--- config.mk ---
export PLATFORM = sky130hd
export DESIGN_NAME = siso8_ring
export DESIGN_NICKNAME = d
export VERILOG_FILES = /design/src/rtl/siso8_ring.sv
export SDC_FILE = /design/constraint.sdc
export NUM_CORES = 1
export LEC_CHECK = 0
export CORE_ASPECT_RATIO = 1.75
export CORE_MARGIN = 2
export CORE_UTILIZATION = 30
export DETAILED_ROUTE_END_ITERATION = 10
export GPL_ROUTABILITY_DRIVEN = 0
export GPL_TIMING_DRIVEN = 0
export PLACE_DENSITY = 0.47
export SYNTH_ARGS = -nofsm -noshare
export SYNTH_HDL_FRONTEND = slang
export SYNTH_SLANG_ARGS = --single-unit
--- constraint.sdc ---
create_clock -name CLK -period 1.8 [get_ports CLK]
set_input_delay 0.36 -clock CLK [delete_from_list [all_inputs] [get_ports CLK]]
set_output_delay 0.36 -clock CLK [all_outputs]
set_load 0.01 [all_outputs]
--- src/rtl/siso8_ring.sv ---
// Serial-in/serial-out delay line: a 2*JW-cell circular buffer addressed by a
// JW-bit Johnson counter, giving a fixed delay of 2*JW enabled samples.

module siso8_pdec (
  input  logic i_a,
  input  logic i_b,
  output logic o_p
);
  assign o_p = i_a & i_b;
endmodule

module siso8_ring #(
  parameter int JW = 4
) (
  input  logic            CLK,
  input  logic            RESET,
  input  logic            EN,
  input  logic            D_IN,
  output logic            D_OUT,
  output logic [JW-1:0]   JOHNSON,
  output logic [2*JW-1:0] PULSES,
  output logic            PRIMED
);
  localparam int N  = 2 * JW;
  localparam int IW = $clog2(N);
  localparam int CW = $clog2(N) + 1;

  // Johnson state for sequence position i: ones fill from the LSB, then drain.
  function automatic logic [JW-1:0] jstate(input int i);
    logic [JW-1:0] s;
    for (int b = 0; b < JW; b++)
      s[b] = (i <= JW) ? (b < i) : (b >= i - JW);
    return s;
  endfunction

  logic [JW-1:0] r_john;
  logic [N-1:0]  r_mem;
  logic          r_dout;
  logic          r_prim;
  logic [CW-1:0] r_cnt;

  logic [N-1:0]  w_match;
  logic [N-1:0]  w_raw;
  logic [N-1:0]  w_pa;
  logic [N-1:0]  w_pb;
  logic          w_legal;
  logic [IW-1:0] w_idx;
  logic [JW-1:0] w_jnext;

  // Each pulse is the AND of one adjacent bit pair, so only one input changes per step.
  genvar gi;
  generate
    for (gi = 0; gi < N; gi++) begin : g_lane
      assign w_match[gi] = (r_john == jstate(gi));
      if (gi == 0) begin : g_p0
        assign w_pa[gi] = ~r_john[JW-1];
        assign w_pb[gi] = ~r_john[0];
      end else if (gi < JW) begin : g_rise
        assign w_pa[gi] =  r_john[gi-1];
        assign w_pb[gi] = ~r_john[gi];
      end else if (gi == JW) begin : g_full
        assign w_pa[gi] =  r_john[JW-1];
        assign w_pb[gi] =  r_john[0];
      end else begin : g_fall
        assign w_pa[gi] = ~r_john[gi-JW-1];
        assign w_pb[gi] =  r_john[gi-JW];
      end
      siso8_pdec u_pdec (
        .i_a (w_pa[gi]),
        .i_b (w_pb[gi]),
        .o_p (w_raw[gi])
      );
    end
  endgenerate

  assign w_legal = |w_match;
  assign w_jnext = {r_john[JW-2:0], ~r_john[JW-1]};

  always_comb begin
    w_idx = '0;
    for (int i = 0; i < N; i++)
      if (w_match[i]) w_idx = IW'(i);
  end

  // Recovery from an upset state takes priority over EN and leaves the buffer alone.
  always_ff @(posedge CLK or negedge RESET) begin
    if (!RESET) begin
      r_john <= '0;
      r_mem  <= '0;
      r_dout <= 1'b0;
      r_prim <= 1'b0;
      r_cnt  <= '0;
    end else if (!w_legal) begin
      r_john <= '0;
      r_prim <= 1'b0;
      r_cnt  <= '0;
    end else if (EN) begin
      r_mem[w_idx] <= D_IN;
      r_dout       <= r_mem[w_idx];
      r_john       <= w_jnext;
      if (r_cnt != CW'(N)) r_cnt <= r_cnt + 1'b1;
      if (r_cnt == CW'(N - 1)) r_prim <= 1'b1;
    end
  end

  assign D_OUT   = r_dout;
  assign JOHNSON = r_john;
  assign PULSES  = w_raw & {N{w_legal}};
  assign PRIMED  = r_prim;

endmodule

[Word level (Yosys, flattened, before mapping)]
Cells that the tools add are included.
Word-level totals
  logic and storage cells: 59
  input bits: 4
  output and inout port bits: 14
  flip-flop bits (word level): 18
Operators by class
  equality and inequality tests: 12
  magnitude comparators: 2
  reductions and logical operators: 6
  multiplexer cells: 20
  add/sub/neg operators: 1
  bitwise logic cells: 13
Operator list (count)
  4-bit two-way mux: 5
  4-bit equality test, second input constant: 4
  3-bit two-way mux: 5
  1-bit AND: 8
  8-bit AND: 1
  8-bit bitwise mux: 1
  4-bit by 3-bit equality test with 1-bit output, second input constant: 2
  8-bit OR reduction: 1
  1-bit two-way mux: 6
  2-bit AND reduction: 3
  4-bit by 1-bit adder with 4-bit output, second input constant: 1
  4-bit by 1-bit equality test with 1-bit output, second input constant: 1
  4-bit by 2-bit equality test with 1-bit output, second input constant: 1
  4-bit zero test: 1
  3-bit by 4-bit less-than comparator with 1-bit output, second input constant: 1
  2-bit by 1-bit inequality test with 1-bit output, second input constant: 2
  4-bit inequality test, second input constant: 1
  1-bit inverter: 4
  1-bit binary-select mux with 3-bit select: 1
  1-bit demux with 3-bit select: 1
  3-bit by 1-bit greater-or-equal comparator with 1-bit output, second input constant: 1
  2-bit two-way mux: 1
  2-bit inequality test, second input constant: 1
  1-bit logical AND: 1

[Logic depth before layout (Yosys ltp)]
Gate-level depths: netlist of run 1.
  depth after elaboration: 13
  mapped depth: 6

[Hierarchy]
Synthesis of run 1 repeated with hierarchy kept, for this count alone.
Unflattened totals
  cells, all modules: 131
  area, all modules: 1270.0 µm²
Modules (own cells, without submodules)
  siso8_ring: instances 1, area each 1219.9 µm², cells each 123, seq. area each 450.4 µm²
  siso8_pdec: instances 8, area each 6.3 µm², cells each 1, seq. area each 0.0 µm²

[Least setup slack after synthesis of run 1]
No wires, ideal clock.
  kind: register to register
  from: reg r_john[2], in the netlist JOHNSON[2]
  to: reg r_mem[7]
  path buffers: 1
  arrival time: 1362 ps
  cell stages (with the launch flop): 5
  required time: 1673 ps
  setup slack: 311 ps
  cells stage by stage: dfrtp_1 > buf_4 > nor4_4 > nand4_1 > mux2_1
On the way
  cells in the longest elaborated chain, start to end: 13
  elaborated cells on any way between the ends: 23
RTL lines
  start: declaration: RTL line 36  | logic [JW-1:0] r_john;
  start signal: assignment: RTL line 100  | r_john <= w_jnext;
  4-bit by 1-bit equality test with 1-bit output: RTL line 54  | assign w_match[gi] = (r_john == jstate(gi));
  1-bit two-way mux: RTL line 82  | if (w_match[i]) w_idx = IW'(i);
  2-bit two-way mux: RTL line 82
  3-bit two-way mux (5 in a row): RTL line 82
  3-bit by 4-bit less-than comparator with 1-bit output (implied by the code) / 3-bit by 1-bit greater-or-equal comparator with 1-bit output (equally long branches): RTL line 98  | r_mem[w_idx] <= D_IN;
  1-bit logical AND (implied by the code): RTL line 98
  1-bit two-way mux (implied by the code): RTL line 98
  1-bit demux with 3-bit select: RTL line 98
  8-bit bitwise mux: RTL line 98
  end signal: assignment: RTL line 89  | r_mem <= '0;
  end signal: indexed assignment: RTL line 98
  end: declaration: RTL line 37  | logic [N-1:0] r_mem;
Parallel ways exist; a longest one is shown, timed or not.
A chain may end at the register's enable or synchronous reset.

[Worst setup path after layout of run 1]
  from: reg r_john[0], in the netlist JOHNSON[0]
  to: out PULSES[0]
On the way
  cells in the longest elaborated chain, start to end: 3
  elaborated cells on any way between the ends: 12
RTL lines
  4-bit by 1-bit equality test with 1-bit output (tied with other cells): RTL line 54
  8-bit OR reduction / 1-bit AND (equally long branches): RTL line 76, 9
  8-bit AND (*): RTL line 108  | assign PULSES = w_raw & {N{w_legal}};
  end: declaration: RTL line 21  | output logic [2*JW-1:0] PULSES,
Every way passes the cells marked *; elsewhere a longest branch is shown, timed or not.

==> flow_metrics.env, run 1 <==
export IMPL_status="finished clean"
export IMPL_crit_path_max_fanout=10
export IMPL_area_delta_synth_final_pct=27.43
export IMPL_yosysUniqueCellTypes=37
export IMPL_drc=0
export IMPL_synth_xor_area_share_pct=1.549
export IMPL_pin_count=18
export IMPL_synthAdderAreaFrac_pct=2.212
export IMPL_max_freq_mhz=571.2
export IMPL_synthFlopType="dfrtp_1"
export IMPL_antenna_left=0
export IMPL_synth_top_family_by_area="simple AND/OR/NAND/NOR gates"
export IMPL_path_clk_slew_ps=70
export IMPL_irDropWorstVdd_mv=0.7202
export IMPL_grt_total_usage_pct=14.08
export IMPL_drt_iter0_drc=21
export IMPL_cts_buffer_depth=2
export IMPL_wl_met3_microns=54
export IMPL_crit_type="flop to output pin"
export IMPL_dp_hpwl_microns=1951
export IMPL_synth_top_area_share_pct=39.82
export IMPL_core_area_sq_um=3628
export IMPL_die_w_microns=50.42
export IMPL_fin_hold_ws_ps=495.0
export IMPL_synth_top_cells_by_count="18 x dfrtp_1, 9 x nand2_1, 9 x nor2_1"
export IMPL_post_route_util_pct=39.72
export IMPL_initial_core_util_pct=31.17
export IMPL_max_cap_violations=0
export IMPL_synth_simple_area_share_pct=23.45
export IMPL_nNetsFinal=142
export IMPL_cts_buffers=3
export IMPL_antenna_found_initial=0
export IMPL_pre_cts_slack_ps=-105.0
export IMPL_n_fill_cell=381
export IMPL_routedWlPerCell_microns=14.57
export IMPL_numClockSinks=18
export IMPL_synth_most_common_cell="dfrtp_1"
export IMPL_power_density_nw_per_um2=1684
export IMPL_globalRoute_totalOverflow=0
export IMPL_fp_dieH_microns=85.23
export IMPL_grt_max_degree=19
export IMPL_synth_nets=115
export IMPL_synth_area_mux_share_pct=12.28
export IMPL_synth_top_area_cell="dfrtp_1"
export IMPL_grt_first_pass_wirelength_microns=4540
export IMPL_synth_edf_count=0
export IMPL_first_pass_iters=5
export IMPL_hold_class="flop to flop"
export IMPL_wirelength_microns=2637
export IMPL_synth_compound_area_share_pct=11.17
export IMPL_cp_data_arrival_time_ps=1390
export IMPL_wl_met2_microns=1435
export IMPL_synthCells=109
export IMPL_drt_met1_wl_microns=1117
export IMPL_cp_start_kind="flop"
export IMPL_p_leak_nw=0.6305
export IMPL_setup_viol=0
export IMPL_drive_above_1_share_pct=27.41
export IMPL_vias=901
export IMPL_avgSynthCellArea_sq_um=10.38
export IMPL_port_buffers=16
export IMPL_skew_ps=6.668
export IMPL_ys_ff_latch=18
export IMPL_routed_top_layer="met4"
export IMPL_row_count=29
export IMPL_worstMarginPinSlew_ps=828.4
export IMPL_synth_area_top_cells="dfrtp_1 40%, mux2i_1 5.3%, buf_4 4.6%"
export IMPL_viasPerCell=4.978
export IMPL_cp_slowest_stage_delay_ps=420
export IMPL_insertion_delay_ps=250
export IMPL_final_max_slew_viol_count=0
export IMPL_crit_slowest_cell="dfrtp_2"
export IMPL_finalCritPeriodShare_pct=97.26
export IMPL_critPathBufInv=3
export IMPL_worst_slack_ps=49.31
export IMPL_synthArstFlopShare_pct=100.0
export IMPL_cts_tree="done"
export IMPL_grt_pass1_vias=928
export IMPL_path_delay_family="buffers and inverters"
export IMPL_htree_levels=1
export IMPL_crit_chain="buf_4, buf_6, nor4_4, buf_2"
export IMPL_relSlewSlack_pct=44.60
export IMPL_synth_warnings=0
export IMPL_cp_required_ps=1440
export IMPL_hold_viol=0
export IMPL_min_period_ps=1751
export IMPL_rsz0062_at_grt="true"
export IMPL_yosysSeqAreaShare_pct=39.82
export IMPL_diodes=0
export IMPL_cts_root_buf="clkbuf_8"
export IMPL_endpoint_kind="output pin"
export IMPL_syn_area_sq_um=1131
export IMPL_die_area_sq_um=4297
## registers in the layout, summed over array words and instances, names as in the netlist
signal   count
JOHNSON      4
D_OUT        1
r_cnt        4
PRIMED       1
r_mem        8
## per-stage QoR
step | power [mW] | std cells | TNS [ps] | cell area (sq um)
3_3_place_gp | 2.038 | 171 | -420.2 | 1349
4_1_cts | 2.434 | 179 | 0 | 1425
3_5_place_dp | 2.056 | 171 | -420.9 | 1349
6_report | 2.427 | 181 | 0 | 1441
2_1_floorplan | 1.608 | 109 | 0 | 1131
5_1_grt | 2.636 | 181 | -9.364 | 1441
## kinds of logic after synthesis
group	count (synthesis)
fa+ha+maj	2
simple gates	41
xor+xnor	2
mux	13
compound gates	16
buf+inv	17
flops	18
## what timing repair did
item                                    in CTS  in global routing
hold buffers                                 0                  0
gates resized for setup                     26                  1
buffers inserted                             4                  2
pin swaps                                    0                  2
endpoints found under the setup margin       9                  5
## final timing paths
check / endpoint / depth (start not counted) / slack, ps / startpoint
setup / recovery: PULSES[0] / 4 / 50 / JOHNSON[0]
hold / removal: r_mem[2] / 1 / 490 / r_mem[2]
setup reg to reg: r_mem[7] / 4 / 200 / JOHNSON[0]
hold reg to reg: r_mem[2] / 1 / 490 / r_mem[2]
max in group asynchronous: JOHNSON[0] / 1 / 650 / RESET
min in group asynchronous: r_mem[4] / 1 / 580 / RESET
## power by group
group	internal [mW]	switching [mW]
Combinational	0.679	0.749
Clock	0.194	0.133
Sequential	0.564	0.108
## metal layers
layer	GRT usage (%)	vias up
met5	0	-
met4	6.143	0
met2	24.16	12
met3	1.585	2
met1	17.43	443
li1	-	444
## placed cells by master, fill, tap and decap left out, types with 3 or more instances in the layout
cell type        netlist  final
dfrtp_1               18     17
buf_4                  7     11
nand2_1                9      9
nor2_1                 9      8
clkdlybuf4s50_1        0      7
nand4_1                6      6
mux2i_1                6      6
inv_1                  5      5
buf_6                  2      4
mux2_1                 4      4
clkbuf_8               0      4
buf_2                  0      4
dlygate4sd2_1          0      4
a41oi_1                3      3
mux2_2                 3      3
## layout make-up
type | instances | area [sq um] | area share (%)
buffer | 11 | 90.09 | 6.250
timing repair buffer | 22 | 180.2 | 12.50
inverter | 6 | 25.02 | 1.736
tap | 46 | 57.56 | 3.993
multi-input combinational | 74 | 581.8 | 40.36
sequential | 18 | 451.7 | 31.34
clock buffer | 4 | 55.05 | 3.819
No activity file was read; power rests on OpenSTA's default activity.
==> inputs of run 2 (changes only) <==
==> constraint.sdc (replaced) <==
create_clock -name CLK -period 2.16 [get_ports CLK]
set_input_delay 0.432 -clock CLK [delete_from_list [all_inputs] [get_ports CLK]]
set_output_delay 0.432 -clock CLK [all_outputs]
set_load 0.01 [all_outputs]
==> run 2 against run 1 <==
Net effect:
- core utilization is 0.52 points lower
- global-route usage down 0.22 points
- register-to-register slack better by 340 ps
- die area is the same
- critical path depth down 1
==> flow_metrics.env, run 2 (synthesized netlist as in run 1, its figures left out) <==
export IMPL_status="finished clean"
export IMPL_irDropWorstVdd_mv=0.6015
export IMPL_fp_dieH_microns=85.23
export IMPL_max_freq_mhz=485.6
export IMPL_grt_total_usage_pct=13.86
export IMPL_core_area_sq_um=3628
export IMPL_top_register="r_mem"
export IMPL_numClockSinks=18
export IMPL_drt_iter0_drc=35
export IMPL_worstMarginPinSlew_ps=821.7
export IMPL_grt_max_degree=19
export IMPL_routed_top_layer="met4"
export IMPL_regToRegSetupSlack_ps=540
export IMPL_p_clk_share_pct=13.9
export IMPL_diodes=0
export IMPL_cts_buffers=3
export IMPL_drt_met1_wl_microns=1099
export IMPL_cp_data_arrival_time_ps=1630
export IMPL_p_int_mw=1.164
export IMPL_initial_core_util_pct=31.17
export IMPL_p_switching_mw=0.8035
export IMPL_wl_met3_microns=66
export IMPL_nNetsFinal=137
export IMPL_grt_pass1_vias=921
export IMPL_wirelength_microns=2576
export IMPL_cts_buffer_depth=2
export IMPL_antenna_found_initial=0
export IMPL_wl_met2_microns=1381
export IMPL_total_power_mw=1.967
export IMPL_dpl_cell_area_sq_um=1349
export IMPL_relSlewSlack_pct=45.05
export IMPL_finalCritPeriodShare_pct=95.33
export IMPL_routedWlPerCell_microns=14.64
export IMPL_power_density_nw_per_um2=1383
export IMPL_power_frac_comb_pct=56.5
export IMPL_crit_path_max_fanout=9
export IMPL_endpoint_kind="output pin"
export IMPL_viasPerCell=5.063
export IMPL_min_period_ps=2059
export IMPL_fin_setup_tns_ps=0
export IMPL_skew_ps=6.824
export IMPL_die_area_sq_um=4297
export IMPL_vias=891
export IMPL_layout_commonest_cell="dfrtp_1"
export IMPL_area_delta_synth_final_pct=25.77
export IMPL_crit_type="flop to output pin"
export IMPL_max_cap_violations=0
export IMPL_stdcell_count=176
export IMPL_n_fill_cell=382
export IMPL_switching_share_pct=40.84
export IMPL_largest_reg_flops=8
export IMPL_drc=0
export IMPL_die_w_microns=50.42
export IMPL_cts_hold_buf=0
export IMPL_pwr_share_seq_pct=29.6
export IMPL_cts_tree="done"
export IMPL_row_count=29
export IMPL_placed_cells=171
export IMPL_hold_class="flop to flop"
export IMPL_cts_root_buf="clkbuf_8"
export IMPL_final_cell_mix="17 x dfrtp_1, 10 x clkdlybuf4s50_1, 9 x nand2_1"
export IMPL_drive_above_1_share_pct=21.54
export IMPL_fin_area_sq_um=1423
export IMPL_dp_hpwl_microns=1951
export IMPL_insertion_delay_ps=250
export IMPL_cp_start_kind="flop"
export IMPL_p_leak_nw=0.6422
export IMPL_grt_first_pass_wirelength_microns=4471
export IMPL_htree_levels=1
export IMPL_port_buffers=16
export IMPL_globalRoute_totalOverflow=0
export IMPL_antenna_left=0
export IMPL_setup_viol=0
export IMPL_fin_hold_ws_ps=492.9
export IMPL_rsz0062_at_grt="false"
export IMPL_hold_viol=0
export IMPL_final_max_slew_viol_count=0
export IMPL_cp_required_ps=1730
export IMPL_first_pass_iters=4
export IMPL_path_clk_slew_ps=70
export IMPL_pin_count=18
[run 2: worst paths after layout]
| path | cells past startpoint | start | end |
|---|---|---|---|
| setup / recovery | 3 | JOHNSON[0] | PULSES[5] |
| hold / removal | 1 | r_mem[2] | r_mem[2] |
| setup reg to reg | 4 | JOHNSON[1] | r_mem[7] |
| hold reg to reg | 1 | r_mem[2] | r_mem[2] |
| max in group asynchronous | 1 | RESET | JOHNSON[0] |
| min in group asynchronous | 1 | RESET | r_mem[5] |
[run 2: final cells by class]
type / instances / area, sq um / share of cell area, %
clock buffer: 4 / 55.05 / 3.870
multi-input combinational: 74 / 575.6 / 40.46
timing repair buffer: 17 / 171.4 / 12.05
buffer: 11 / 86.33 / 6.069
tap: 46 / 57.56 / 4.046
inverter: 6 / 25.02 / 1.759
sequential: 18 / 451.7 / 31.75
[run 2: routing by layer]
layer | vias up | GRT usage, %
met4 | 0 | 6.143
met5 | - | 0
met2 | 16 | 23.92
met1 | 440 | 16.96
met3 | 2 | 1.585
li1 | 433 | -
[run 2: what timing repair did]
| action | CTS | global route |
|---|---|---|
| setup endpoints to repair | 6 | 4 |
| cloned | 0 | 0 |
| resized for setup | 5 | 4 |
| setup buffers | 1 | 0 |
[run 2: per-stage QoR]
| stage | setup WS, ps | utilization, % |
|---|---|---|
| finish | 100.8 | 39.21 |
| global route | 15.55 | 39.21 |
| CTS | 22.82 | 38.93 |
| detailed placement | 183.0 | 37.17 |
| global placement | 158.5 | 37.17 |
| floorplan | 670.8 | - |
[run 2: critical path, stage by stage (launching register included)]
cell             delay [ps]
dfrtp_2                 490
nand2b_1                200
nor2_2                  130
clkdlybuf4s50_1         550
[run 2: power groups by stage]
stage | clock network, mW | registers, mW | logic [mW]
6_report | 0.273 | 0.583 | 1.11
5_1_grt | 0.296 | 0.601 | 1.24
4_1_cts | 0.286 | 0.583 | 1.14
3_5_place_dp | 0 | 0.595 | 1.12
3_3_place_gp | 0 | 0.591 | 1.11
2_1_floorplan | 0 | 0.564 | 0.775
